**src/rtl/fetch_ctrl_pkg.sv**
```systemverilog
// Shared definitions for the instruction-fetch control slice.
//   state_e      : fetch FSM states
//   REG_ADDR_W   : default register-specifier width
//   NOP_INSTR    : encoding loaded into IF/ID on a flush
//   cfg_ok()     : elaboration sanity check of the unit's parameters
package fetch_ctrl_pkg;

  typedef enum logic [1:0] {
    HOLD      = 2'd0,
    RUN       = 2'd1,
    MC_STALL  = 2'd2,
    IMEM_WAIT = 2'd3
  } state_e;

  localparam int REG_ADDR_W = 5;

  // sll $0,$0,0 -- all-zero word is the canonical NOP
  localparam logic [31:0] NOP_INSTR = 32'h0000_0000;

  function automatic bit cfg_ok(input int width, input int mc_latency,
                                input int reset_hold, input int cnt_w);
    return (width >= 1) && (mc_latency >= 2) && (reset_hold >= 1) && (cnt_w >= 1);
  endfunction

endpackage

```
**src/rtl/fetch_control_unit_load_use_detect.sv**
```systemverilog
// Load-use hazard comparator.
//   i_mem_read : instruction in EX is a load
//   i_ex_rt    : load destination register
//   i_id_rs    : ID source register 1
//   i_id_rt    : ID source register 2
//   o_lu       : ID instruction consumes the load result next cycle
module load_use_detect #(
  parameter int REG_ADDR_W = 5
) (
  input  logic                  i_mem_read,
  input  logic [REG_ADDR_W-1:0] i_ex_rt,
  input  logic [REG_ADDR_W-1:0] i_id_rs,
  input  logic [REG_ADDR_W-1:0] i_id_rt,
  output logic                  o_lu
);

  // $0 is hard-wired, so a load targeting it can never create a dependency
  assign o_lu = i_mem_read && (i_ex_rt != '0) &&
                ((i_ex_rt == i_id_rs) || (i_ex_rt == i_id_rt));

endmodule

```
**src/rtl/fetch_control_unit.sv**
```systemverilog
// Instruction-fetch stage sequencer.
// Inputs : clk, reset_n (async, active-low), branch_taken, id_ex_mem_read,
//          id_ex_rt, if_id_rs, if_id_rt, ex_mc_start, imem_ready
// Outputs: pc_enable, PCSrc, if_id_write, if_id_flush, id_ex_bubble,
//          stall_cycles (saturating count of post-reset cycles with pc_enable=0)
// Control outputs are combinational from state and inputs; priority is
// branch > load-use > multi-cycle stall > imem wait > run.
module fetch_control_unit
  import fetch_ctrl_pkg::*;
#(
  parameter int Width      = 32,
  parameter int REG_ADDR_W = fetch_ctrl_pkg::REG_ADDR_W,
  parameter int MC_LATENCY = 4,
  parameter int RESET_HOLD = 2,
  parameter int CNT_W      = 16
) (
  input  logic                  clk,
  input  logic                  reset_n,
  input  logic                  branch_taken,
  input  logic                  id_ex_mem_read,
  input  logic [REG_ADDR_W-1:0] id_ex_rt,
  input  logic [REG_ADDR_W-1:0] if_id_rs,
  input  logic [REG_ADDR_W-1:0] if_id_rt,
  input  logic                  ex_mc_start,
  input  logic                  imem_ready,
  output logic                  pc_enable,
  output logic                  PCSrc,
  output logic                  if_id_write,
  output logic                  if_id_flush,
  output logic                  id_ex_bubble,
  output logic [CNT_W-1:0]      stall_cycles
);

  localparam int  HOLD_W = (RESET_HOLD > 1) ? $clog2(RESET_HOLD) : 1;
  localparam int  MC_W   = (MC_LATENCY > 2) ? $clog2(MC_LATENCY) : 1;
  localparam bit  CFG_OK = cfg_ok(Width, MC_LATENCY, RESET_HOLD, CNT_W);

  state_e            r_state;
  logic [HOLD_W-1:0] r_hold_cnt;
  logic [MC_W-1:0]   r_mc_cnt;
  logic [CNT_W-1:0]  r_stall_cnt;
  logic              w_lu;
  logic              w_mc_start;

  load_use_detect #(.REG_ADDR_W(REG_ADDR_W)) u_lu (
    .i_mem_read (id_ex_mem_read),
    .i_ex_rt    (id_ex_rt),
    .i_id_rs    (if_id_rs),
    .i_id_rt    (if_id_rt),
    .o_lu       (w_lu)
  );

  // A multi-cycle op only arms the stall from the flowing states; a branch
  // in the same cycle squashes it.
  assign w_mc_start = ex_mc_start && !branch_taken &&
                      ((r_state == RUN) || (r_state == IMEM_WAIT));

  always_comb begin
    pc_enable    = 1'b1;
    PCSrc        = 1'b0;
    if_id_write  = 1'b1;
    if_id_flush  = 1'b0;
    id_ex_bubble = 1'b0;
    if (r_state == HOLD) begin
      pc_enable    = 1'b0;
      if_id_flush  = 1'b1;
      id_ex_bubble = 1'b1;
    end else if (branch_taken) begin
      // redirect proceeds even with imem not ready: the fetch restarts anyway
      PCSrc        = 1'b1;
      if_id_flush  = 1'b1;
      id_ex_bubble = 1'b1;
    end else if (w_lu) begin
      pc_enable    = 1'b0;
      if_id_write  = 1'b0;
      id_ex_bubble = 1'b1;
    end else if (r_state == MC_STALL) begin
      // EX keeps its op, so no bubble; IF/ID frozen
      pc_enable    = 1'b0;
      if_id_write  = 1'b0;
    end else if (!imem_ready) begin
      pc_enable    = 1'b0;
      if_id_flush  = 1'b1;
    end
  end

  always_ff @(posedge clk or negedge reset_n) begin
    if (!reset_n) begin
      r_state     <= HOLD;
      r_hold_cnt  <= HOLD_W'(RESET_HOLD - 1);
      r_mc_cnt    <= '0;
      r_stall_cnt <= '0;
    end else begin
      if (r_state == HOLD) begin
        if (r_hold_cnt == '0) r_state <= RUN;
        else                  r_hold_cnt <= r_hold_cnt - 1'b1;
      end else if (branch_taken) begin
        r_state <= RUN;
      end else if (w_mc_start) begin
        r_state  <= MC_STALL;
        r_mc_cnt <= MC_W'(MC_LATENCY - 2);
      end else if (w_lu) begin
        r_state <= r_state;  // single-cycle freeze, counters untouched
      end else if (r_state == MC_STALL) begin
        if (r_mc_cnt == '0) r_state <= imem_ready ? RUN : IMEM_WAIT;
        else                r_mc_cnt <= r_mc_cnt - 1'b1;
      end else if (!imem_ready) begin
        r_state <= IMEM_WAIT;
      end else begin
        r_state <= RUN;
      end

      if ((r_state != HOLD) && !pc_enable && (r_stall_cnt != '1))
        r_stall_cnt <= r_stall_cnt + 1'b1;
    end
  end

  assign stall_cycles = r_stall_cnt;

  a_cfg: assert property (@(posedge clk) CFG_OK);

  // a second multi-cycle start while one is still stalling is a protocol error
  a_mc_overlap: assert property (@(posedge clk) disable iff (!reset_n)
                                 !(ex_mc_start && (r_state == MC_STALL)));

endmodule
```
**config.mk**
```make
export PLATFORM = sky130hd
export DESIGN_NAME = fetch_control_unit
export DESIGN_NICKNAME = d
export VERILOG_FILES = /design/src/rtl/fetch_ctrl_pkg.sv /design/src/rtl/fetch_control_unit_load_use_detect.sv /design/src/rtl/fetch_control_unit.sv
export SDC_FILE = /design/constraint.sdc
export NUM_CORES = 1
export LEC_CHECK = 0
export ABC_AREA = 1
export CORE_MARGIN = 2
export CORE_UTILIZATION = 50
export DETAILED_ROUTE_END_ITERATION = 8
export GPL_ROUTABILITY_DRIVEN = 0
export PLACE_DENSITY_LB_ADDON = 0.12
export SLEW_MARGIN = 30
export SYNTH_ARGS = -nofsm -noshare
export SYNTH_HDL_FRONTEND = slang
export SYNTH_SLANG_ARGS = --single-unit
```
**constraint.sdc**
```tcl
create_clock -name clk -period 4.5 [get_ports clk]
set_input_delay 0.675 -clock clk [delete_from_list [all_inputs] [get_ports clk]]
set_output_delay 0.675 -clock clk [all_outputs]
set_load 0.01 [all_outputs]
```
==> flow_metrics.tcl, run 1 <==
set metrics [dict create \
    multiplexer_area_fraction_after_synthesis_pct 0 \
    run_status "finished, final reports clean" \
    final_layout_size_suffix_gt1_share_pct 7.49 \
    post_synth_and_or_nand_nor_area_fraction_pct 44.3 \
    route.antenna.remaining_nets 0 \
    post_synth.cell_area_avg_um2 6.73 \
    port_buffers 41 \
    ys_types 22 \
    powerDensity_mw_per_mm2 269 \
    rel_slew_slack_pct 68.0 \
    worstMarginPinSlew_ns 0.480 \
    cts.repair_timing.setup_buffer_count 0 \
    synth-compound-area-share_pct 1.32 \
    fin_util_pct 69.8 \
    fin_nets 291 \
    startpoint_type "primary input" \
    worst_r2r_path_depth 11 \
    fin_worst_skew_ns 0.00666 \
    start_util_pct 54.0 \
    route.detailed.drc 0 \
    finalMaxSlewViolations 0 \
    synthMostInstantiatedCell "sky130_fd_sc_hd__nand2_1" \
    tns_ns 0 \
    detail_route.wirelength_mm 3.31 \
    grt_first_pass_wirelength_mm 5.64 \
    synth-xor-area-share_pct 8.68 \
    path_max_fanout 18 \
    via_count 1496 \
    numClockSinks 21 \
    finalCritPeriodShare_pct 73.9 \
    crit_path_end "pc_enable" \
    synth_top_family_by_area "simple AND/OR/NAND/NOR gates" \
    gr-total-overflow 0 \
    io_pins 42 \
    grt_setup_unrepaired "no" \
    cts.hold.buffers_added 0 \
    cts_tree "done" \
    reg2reg_setup_slack_ns 2.52 \
    core-area_mm2 0.00281 \
    setup.worst_path.start "id_ex_rt[0]" \
    postSynth.topFlopCell "sky130_fd_sc_hd__dfrtp_1" \
    worstPathArrival_ns 2.65 \
    synthesis.area_mm2 0.00151 \
    timing.critical_path.to_type "output port" \
    netlist.area_leader.share_pct 33.1 \
    synth-seq-cells 21 \
    diodes 0 \
    clk-insertion-delay-late_ns 0.32 \
    cts.root.buffer_cell "sky130_fd_sc_hd__clkbuf_4" \
    critical_path_required_ns 3.83 \
    critical_path.reg2reg.endpoint "stall_cycles[3]" \
    drt_iter0_markers 87 \
    ir_drop_mv 0.248 \
    die_width_um 59.0 \
    area_delta_synth_final_pct 29.3 \
    cp_slowest_cell "sky130_fd_sc_hd__clkdlybuf4s50_1" \
    grt.total_usage_pct 20.8 \
    worstHoldPathType "in2async" \
    dieArea_mm2 0.00348 \
    timing.final.setup_violations 0 \
    synth_top_cell_by_area "sky130_fd_sc_hd__dfrtp_1" \
    synth_enable_flop_cells 0 \
    worst-setup-path-type "in2out" \
    slowest_delay_ns 0.55 \
    clkTransAtPathRegs_ns 0.12 \
    fin_crit_ns 3.32 \
    synth-async-reset-ratio_pct 100 \
    routedWlPerCell_um 11.1 \
    cts_made_buffers 3 \
    cpMostUsedCell "sky130_fd_sc_hd__nor2_1" \
    routed_via_density 5.02 \
    synth.top_cells.by_count "80 x sky130_fd_sc_hd__nand2_1, 30 x sky130_fd_sc_hd__nand3_1, 24 x sky130_fd_sc_hd__inv_1, 22 x sky130_fd_sc_hd__nor2_1, 20 x sky130_fd_sc_hd__dfrtp_1" \
    static-leakage-power_nw 0.987 \
    postSynthNetCount 248 \
    max-cap-violations 0 \
    initial_antenna_violation_count 0 \
    synth_seq_area_share_pct 34.8 \
    max_freq_mhz 301 \
    synth.yosys.warnings 0 \
    first_pass_iters 4 \
    synth_top_cells_by_area "sky130_fd_sc_hd__dfrtp_1 33%, sky130_fd_sc_hd__nand2_1 20%, sky130_fd_sc_hd__nand3_1 9.9%, sky130_fd_sc_hd__inv_1 6.0%, sky130_fd_sc_hd__nor2_1 5.5%" \
    synth_cells 225 \
    reg2reg_from "stall_cycles[0]" \
    report.final.hold_viol_count 0 \
    rows 19 \
    clock_tree.htree_level_count 1 \
    yosys.area_share.adder_pct 1.65 \
    post_cts_resized 0 \
    hpwl_mm 2.52 \
    grt_start_max_net_pins 22 \
    clockBufferDepth 2 \
    cell_chain_of_the_critical_path "clkdlybuf4s50_1 > nor2_1 > nor2_1 > nor2_1 > nand3_1 > nand2_1 > nand2_2 > nand3_4 > a21oi_1 > clkdlybuf4s50_1" \
    chipHeight_um 59.0 \
    vias_in_the_first_global_route 1299 \
]
-- area by class of cell --
cell class | instances | area (µm²)
clock inverter | 1 | 5.00
clock buffer | 3 | 22.5
multi-input combinational | 171 | 847
sequential | 21 | 527
fill | 254 | 847
inverter | 30 | 113
timing repair buffer | 41 | 405
tap | 31 | 38.8
-- worst min-delay path by stage --
stage	cells past startpoint	to	slack (ns)	start
after floorplan	0	r_mc_cnt[0]	0.38	reset_n
after global placement	2	r_hold_cnt	0.43	r_hold_cnt
after detailed placement	2	r_hold_cnt	0.43	r_hold_cnt
after CTS	2	r_hold_cnt	0.45	r_hold_cnt
after global routing	1	stall_cycles[13]	0.32	reset_n
final	1	stall_cycles[13]	0.30	reset_n
-- registers in the layout, summed over array words and instances, names as in the netlist --
signal        count
stall_cycles     16
r_mc_cnt          2
r_state           2
r_hold_cnt        1
-- placed cells by master, fill, tap and decap left out, types with 2 or more instances in the layout --
| cell type | Yosys | layout |
|---|---|---|
| sky130_fd_sc_hd__nand2_1 | 80 | 80 |
| sky130_fd_sc_hd__clkdlybuf4s50_1 | 0 | 40 |
| sky130_fd_sc_hd__nand3_1 | 30 | 30 |
| sky130_fd_sc_hd__inv_1 | 24 | 24 |
| sky130_fd_sc_hd__nor2_1 | 22 | 22 |
| sky130_fd_sc_hd__dfrtp_1 | 20 | 20 |
| sky130_fd_sc_hd__xnor2_1 | 9 | 9 |
| sky130_fd_sc_hd__inv_2 | 6 | 6 |
| sky130_fd_sc_hd__nand4_1 | 6 | 6 |
| sky130_fd_sc_hd__xor2_1 | 6 | 6 |
| sky130_fd_sc_hd__nor3_1 | 4 | 4 |
| sky130_fd_sc_hd__nor2_2 | 3 | 3 |
| sky130_fd_sc_hd__clkbuf_4 | 0 | 3 |
| sky130_fd_sc_hd__nand2_2 | 2 | 2 |
| sky130_fd_sc_hd__a21oi_1 | 2 | 2 |
| sky130_fd_sc_hd__ha_1 | 2 | 2 |
-- worst max-delay path: cells and delay by family --
| kind | cells | cell delay [ns] |
|---|---|---|
| buffers and inverters | 2 | 1.08 |
| and+or+nand+nor | 7 | 0.70 |
| AOI/OAI and AO/OA | 1 | 0.20 |
-- power by group --
group / internal (W) / switching [W]
Clock: 0.0000333 / 0.0000605
Combinational: 0.0000937 / 0.0000926
Sequential: 0.000213 / 0.0000343
Total: 0.000340 / 0.000188
-- kinds of logic after synthesis --
family	Yosys count
and+or+nand+nor	150
buffers and inverters	33
AOI/OAI and AO/OA	4
adders and majority gates	2
DFF	21
xor gates and xnor gates	15
-- routing by layer --
| metal | GRT usage, % | vias to the layer above | share of wire, % |
|---|---|---|---|
| li1 | - | 792 | - |
| met1 | 28.7 | 659 | 50 |
| met2 | 32.7 | 40 | 44 |
| met3 | 4.37 | 5 | 5.5 |
| met4 | 6.82 | 0 | 1.2 |
| met5 | 0 | - | 0 |
-- per-stage QoR --
stage          instance area, µm²  hold slack [ns]  cells  worst slack, ns  total power, W
6_report                     1960            0.296    298             1.18        0.000528
5_1_grt                      1960            0.320    298             1.02        0.000568
4_1_cts                      1960            0.453    298             1.16        0.000533
3_5_place_dp                 1940            0.434    294             1.17        0.000437
3_3_place_gp                 1940            0.430    294             1.21        0.000433
2_1_floorplan                1510            0.379    225             2.18        0.000349
Note: power is estimated with default switching activity, not from simulation.
==> inputs of run 2 (changes only) <==
--- a/config.mk
+++ b/config.mk
@@ -7,7 +7,7 @@
 export LEC_CHECK = 0
 export ABC_AREA = 1
 export CORE_MARGIN = 2
-export CORE_UTILIZATION = 50
+export CORE_UTILIZATION = 43
 export DETAILED_ROUTE_END_ITERATION = 8
 export GPL_ROUTABILITY_DRIVEN = 0
 export PLACE_DENSITY_LB_ADDON = 0.12
==> constraint.sdc (replaced) <==
create_clock -name clk -period 2.8 [get_ports clk]
set_input_delay 0.42 -clock clk [delete_from_list [all_inputs] [get_ports clk]]
set_output_delay 0.42 -clock clk [all_outputs]
set_load 0.01 [all_outputs]
==> run 2 against run 1 <==
  * Hold slack gained 0.14 ns
  * Routed wire length is essentially flat
  * Final cell count grew 6.0%
  * Worst setup slack lost 1.0 ns
  * Power grew 61%
  * Flip-flop and latch count is the same
  * Critical path depth is the same
  * Global-route usage shrank 2.5 points
  * Die area grew 15%
  * Via count grew 0.94%
  * Non-clock buffer count grew 3
  * Design area grew 2.3%
  * Largest power group unchanged
==> flow_metrics.tcl, run 2 (same netlist as run 1, synthesis figures left out) <==
set metrics [dict create \
    max-cap-violations 0 \
    grt_start_max_net_pins 22 \
    core-area_mm2 0.00336 \
    fin_nets 294 \
    fin_worst_skew_ns 0.00466 \
    clock_tree.htree_level_count 1 \
    grt_first_pass_wirelength_mm 6.03 \
    final_layout_size_suffix_gt1_share_pct 7.78 \
    worstHoldPathType "in2async" \
    gr-total-overflow 0 \
    placed_cells_incl_taps 312 \
    hpwl_mm 2.51 \
    worstMarginPinSlew_ns 0.486 \
    cts_tree "done" \
    cts.repair_timing.setup_buffer_count 0 \
    cts_made_buffers 3 \
    mostFrequentLayoutCell "sky130_fd_sc_hd__nand2_1" \
    run_status "finished, final reports clean" \
    drt_iter0_markers 56 \
    port_buffers 41 \
    numClockSinks 21 \
    top_library_cells_by_usage_in_the_layout_fill_and_taps_aside "80 x sky130_fd_sc_hd__nand2_1, 41 x sky130_fd_sc_hd__clkdlybuf4s50_1, 30 x sky130_fd_sc_hd__nand3_1" \
    cts.hold.buffers_added 0 \
    detail_route.wirelength_mm 3.31 \
    grt.total_usage_pct 18.3 \
    timing.critical_path.to_type "output port" \
    fin_crit_ns 2.64 \
    path_max_fanout 5 \
    route.detailed.drc 0 \
    diodes 0 \
    first_pass_iters 4 \
    dieArea_mm2 0.00401 \
    area_delta_synth_final_pct 32.3 \
    critical_path_required_ns 2.38 \
    post-route-worst-setup-slack_ns 0.156 \
    chipHeight_um 63.3 \
    finalCritPeriodShare_pct 94.4 \
    post_cts_resized 0 \
    clockBufferDepth 2 \
    cts.root.buffer_cell "sky130_fd_sc_hd__clkbuf_4" \
    tns_ns 0 \
    largest_reg_flops 16 \
    rel_slew_slack_pct 67.5 \
    timing.final.setup_violations 0 \
    finalMaxSlewViolations 0 \
    placement.setup.worst_slack_ns 0.138 \
    finalInstanceArea_mm2 0.00200 \
    die_width_um 63.3 \
    start_util_pct 45.0 \
    worst-setup-path-type "in2out" \
    clk-insertion-delay-late_ns 0.31 \
    routedWlPerCell_um 10.5 \
    placed_cell_area_mm2 0.00198 \
    route.antenna.remaining_nets 0 \
    ir_drop_mv 0.350 \
    max_freq_mhz 378 \
    routed_via_density 4.78 \
    powerDensity_mw_per_mm2 425 \
    report.final.hold_viol_count 0 \
    startpoint_type "primary input" \
    clkTransAtPathRegs_ns 0.12 \
    vias_in_the_first_global_route 1382 \
    grt_setup_unrepaired "no" \
    rows 21 \
    static-leakage-power_nw 0.999 \
    layout.cells.non_filler 316 \
    worstPathArrival_ns 2.22 \
    via_count 1510 \
    io_pins 42 \
    initial_antenna_violation_count 0 \
]
==> run 2: changes by cell type in the layout (fill, tap and decap cells not counted), sizes merged <==
cell,previous run,this run
buf,1,3
clkbuf,3,4
clkdlybuf4s50,40,41
clkinv,1,0
==> run 2: path summary, 6_finish.rpt <==
| check | startpoint | to | slack, ns | cells after the start |
|---|---|---|---|---|
| setup reg to reg | stall_cycles[0] | stall_cycles[12] | 0.84 | 11 |
| hold / removal | reset_n | stall_cycles[5] | 0.43 | 2 |
| max in group asynchronous | reset_n | r_hold_cnt | 2.10 | 2 |
| min in group clk | r_hold_cnt | r_hold_cnt | 0.45 | 2 |
| hold reg to reg | r_hold_cnt | r_hold_cnt | 0.45 | 2 |
| setup / recovery | id_ex_rt[4] | if_id_flush | 0.16 | 10 |
==> run 2: cell type report <==
class / instances / area [µm²]
clock buffer: 4 / 26.3
inverter: 30 / 113
fill: 345 / 1360
timing repair buffer: 44 / 433
tap: 46 / 57.6
sequential: 21 / 527
multi-input combinational: 171 / 847
==> run 2: power breakdown <==
| group | switching (W) | internal [W] | leakage [nW] |
|---|---|---|---|
| sequential | 0.0000533 | 0.000343 | 0.273 |
| combinational | 0.000149 | 0.000156 | 0.711 |
| clock | 0.0000953 | 0.0000557 | 0.0150 |
==> run 2: per-stage QoR <==
step | hold slack [ns] | utilization (%) | total power (W)
after floorplan | 0.124 | - | 0.000561
after CTS | 0.435 | 59.6 | 0.000862
after global routing | 0.450 | 59.6 | 0.000920
after detailed placement | 0.437 | 58.8 | 0.000708
final | 0.432 | 59.6 | 0.000852
after global placement | 0.432 | 58.8 | 0.000706
==> run 2: worst max-delay path: stages <==
cell	delay, ns
sky130_fd_sc_hd__clkdlybuf4s50_1	0.54
sky130_fd_sc_hd__nand2_1	0.08
sky130_fd_sc_hd__nand2_1	0.07
sky130_fd_sc_hd__nor2_1	0.05
sky130_fd_sc_hd__nand3_1	0.07
sky130_fd_sc_hd__nand2_1	0.08
sky130_fd_sc_hd__nand2_2	0.13
sky130_fd_sc_hd__nand2_1	0.08
sky130_fd_sc_hd__o21ai_0	0.15
sky130_fd_sc_hd__clkdlybuf4s50_1	0.55
==> run 2: routing by layer <==
metal  GRT usage, %  wire length, µm
met4           3.80               24
met3           4.29              166
met2           29.1             1470
met5              0                0
met1           25.5             1650
==> inputs of run 3 (changes only) <==
--- a/config.mk
+++ b/config.mk
@@ -11,6 +11,7 @@
 export DETAILED_ROUTE_END_ITERATION = 8
 export GPL_ROUTABILITY_DRIVEN = 0
 export PLACE_DENSITY_LB_ADDON = 0.12
+export RECOVER_POWER = 100
 export SLEW_MARGIN = 30
 export SYNTH_ARGS = -nofsm -noshare
 export SYNTH_HDL_FRONTEND = slang
==> run 3 against run 2 <==
  * Clock power about the same
  * Combinational power down 5%
  * Die area unchanged
  * First-iteration DRC count up 13%
  * Utilization down 0.52 points
  * Power down 2.1%
  * Critical endpoint unchanged
  * Largest cell class unchanged
==> flow_metrics.tcl, run 3 (same netlist as run 1, synthesis figures left out) <==
set metrics [dict create \
    run_status "finished, final reports clean" \
    powerDensity_mw_per_mm2 420 \
    tns_ns 0 \
    min_delay_path_depth 2 \
    max_freq_mhz 380 \
    cts.hold.buffers_added 0 \
    worstHoldPathType "reg2reg" \
    clock_tree.htree_level_count 1 \
    mostFrequentLayoutCell "sky130_fd_sc_hd__nand2_1" \
    cts_made_buffers 3 \
    fin_crit_ns 2.63 \
    layout.cells.non_filler 316 \
    worstMarginPinSlew_ns 1.12 \
    post_cts_resized 0 \
    timing.hold.ws_ns 0.452 \
    grt_setup_unrepaired "no" \
    fin_util_pct 59.0 \
    cts_tree "done" \
    dieArea_mm2 0.00401 \
    chipHeight_um 63.3 \
    rows 21 \
    grtUsageMet2_pct 29.1 \
    critical_path_required_ns 2.38 \
    min_delay_worst_endpoint "r_hold_cnt" \
    detail_route.wirelength_mm 3.28 \
    static-leakage-power_nw 1.04 \
    report.final.hold_viol_count 0 \
    worst_r2r_path_depth 11 \
    rel_slew_slack_pct 25.3 \
    numClockSinks 21 \
    io_pins 42 \
    start_util_pct 45.0 \
    fin_nets 294 \
    initial_antenna_violation_count 0 \
    via_count 1488 \
    grt.total_usage_pct 18.3 \
    fin_worst_skew_ns 0.00566 \
    path_max_fanout 5 \
    route.detailed.drc 0 \
    clk-insertion-delay-late_ns 0.31 \
    layout.area.seq_um2 527 \
    diodes 0 \
    grt_start_max_net_pins 22 \
    num-fill-cells 349 \
    area_delta_synth_final_pct 31.2 \
    largest_reg_flops 16 \
    final_layout_size_suffix_gt1_share_pct 5.56 \
    top_library_cells_by_usage_in_the_layout_fill_and_taps_aside "80 x sky130_fd_sc_hd__nand2_1, 30 x sky130_fd_sc_hd__nand3_1, 26 x sky130_fd_sc_hd__inv_1" \
    placed_cells_incl_taps 312 \
    drt_iter0_markers 63 \
    core-area_mm2 0.00336 \
    max-cap-violations 0 \
    critical_path.reg2reg.endpoint "stall_cycles[12]" \
    finalCritPeriodShare_pct 94.1 \
    worst-setup-path-type "in2out" \
    hpwl_mm 2.51 \
    clockBufferDepth 2 \
    reg2reg_from "stall_cycles[0]" \
    ir_drop_mv 0.342 \
    met3_usage_pct 4.29 \
    vias_in_the_first_global_route 1382 \
    port_buffers 41 \
    cts.repair_timing.setup_buffer_count 0 \
    first_pass_iters 4 \
    clkTransAtPathRegs_ns 0.12 \
    grtUsageMet1_pct 25.5 \
    routed_via_density 4.71 \
    grt_busiest_layer "met2" \
    finalMaxSlewViolations 0 \
    routedWlPerCell_um 10.4 \
    cts.root.buffer_cell "sky130_fd_sc_hd__clkbuf_4" \
    startpoint_type "primary input" \
    multi_input_comb_area_um2 837 \
    worstPathArrival_ns 2.21 \
    grt_first_pass_wirelength_mm 6.03 \
    timing.final.setup_violations 0 \
    die_width_um 63.3 \
    worstHoldStart "r_hold_cnt" \
    route.antenna.remaining_nets 0 \
    gr-total-overflow 0 \
    timing.critical_path.to_type "output port" \
    reg2reg_setup_slack_ns 0.55 \
    fin_total_pwr_w 0.000834 \
]
[run 3: cell types whose count changed in the layout (fill, tap and decap cells not counted)]
cell,delta
sky130_fd_sc_hd__clkdlybuf4s50_1,-19
sky130_fd_sc_hd__dlygate4sd3_1,+19
sky130_fd_sc_hd__buf_4,-2
sky130_fd_sc_hd__clkbuf_1,+2
sky130_fd_sc_hd__inv_1,+2
sky130_fd_sc_hd__inv_2,-2
sky130_fd_sc_hd__nor2_1,+2
sky130_fd_sc_hd__nor2_2,-1
sky130_fd_sc_hd__nor2_4,-1
[run 3: power breakdown]
part	switching, W	internal, W
registers	0.0000517	0.000343
clock network	0.0000953	0.0000557
logic	0.000148	0.000141
[run 3: metrics by stage]
step / setup WS [ns] / cell area [µm²]
after floorplan: 0.993 / 1510
after global placement: 0.193 / 1980
after detailed placement: 0.138 / 1980
after CTS: 0.134 / 2000
after global routing: 0.0288 / 1990
final: 0.165 / 1990
[run 3: layout make-up]
class,instances,area share [%]
timing repair buffer,44,21.4
clock buffer,4,1.32
inverter,30,5.67
multi-input combinational,171,42.2
sequential,21,26.5
tap,46,2.90
[run 3: routing by layer]
layer | up-vias | part of all wire (%)
li1 | 793 | -
met1 | 657 | 50
met2 | 33 | 44
met3 | 5 | 5.0
met4 | 0 | 0.64
met5 | - | 0
[run 3: how the worst max path moves through the flow]
stage                start           to  slack [ns]  depth (start not counted)
3_5_place_dp   id_ex_rt[0]  if_id_flush        0.14                         10
2_1_floorplan  if_id_rt[0]    pc_enable        0.99                         10
4_1_cts        id_ex_rt[0]  if_id_flush        0.13                         10
3_3_place_gp   id_ex_rt[0]  if_id_flush        0.19                         10
6_report       id_ex_rt[4]  if_id_flush        0.17                         10
5_1_grt        id_ex_rt[0]  if_id_flush        0.03                         11
[run 3: critical path, cell delays in order]
cell,delay (ns)
sky130_fd_sc_hd__clkdlybuf4s50_1,0.54
sky130_fd_sc_hd__nand2_1,0.08
sky130_fd_sc_hd__nand2_1,0.06
sky130_fd_sc_hd__nor2_1,0.05
sky130_fd_sc_hd__nand3_1,0.07
sky130_fd_sc_hd__nand2_1,0.09
sky130_fd_sc_hd__nand2_2,0.13
sky130_fd_sc_hd__nand2_1,0.08
sky130_fd_sc_hd__o21ai_0,0.15
sky130_fd_sc_hd__clkdlybuf4s50_1,0.55
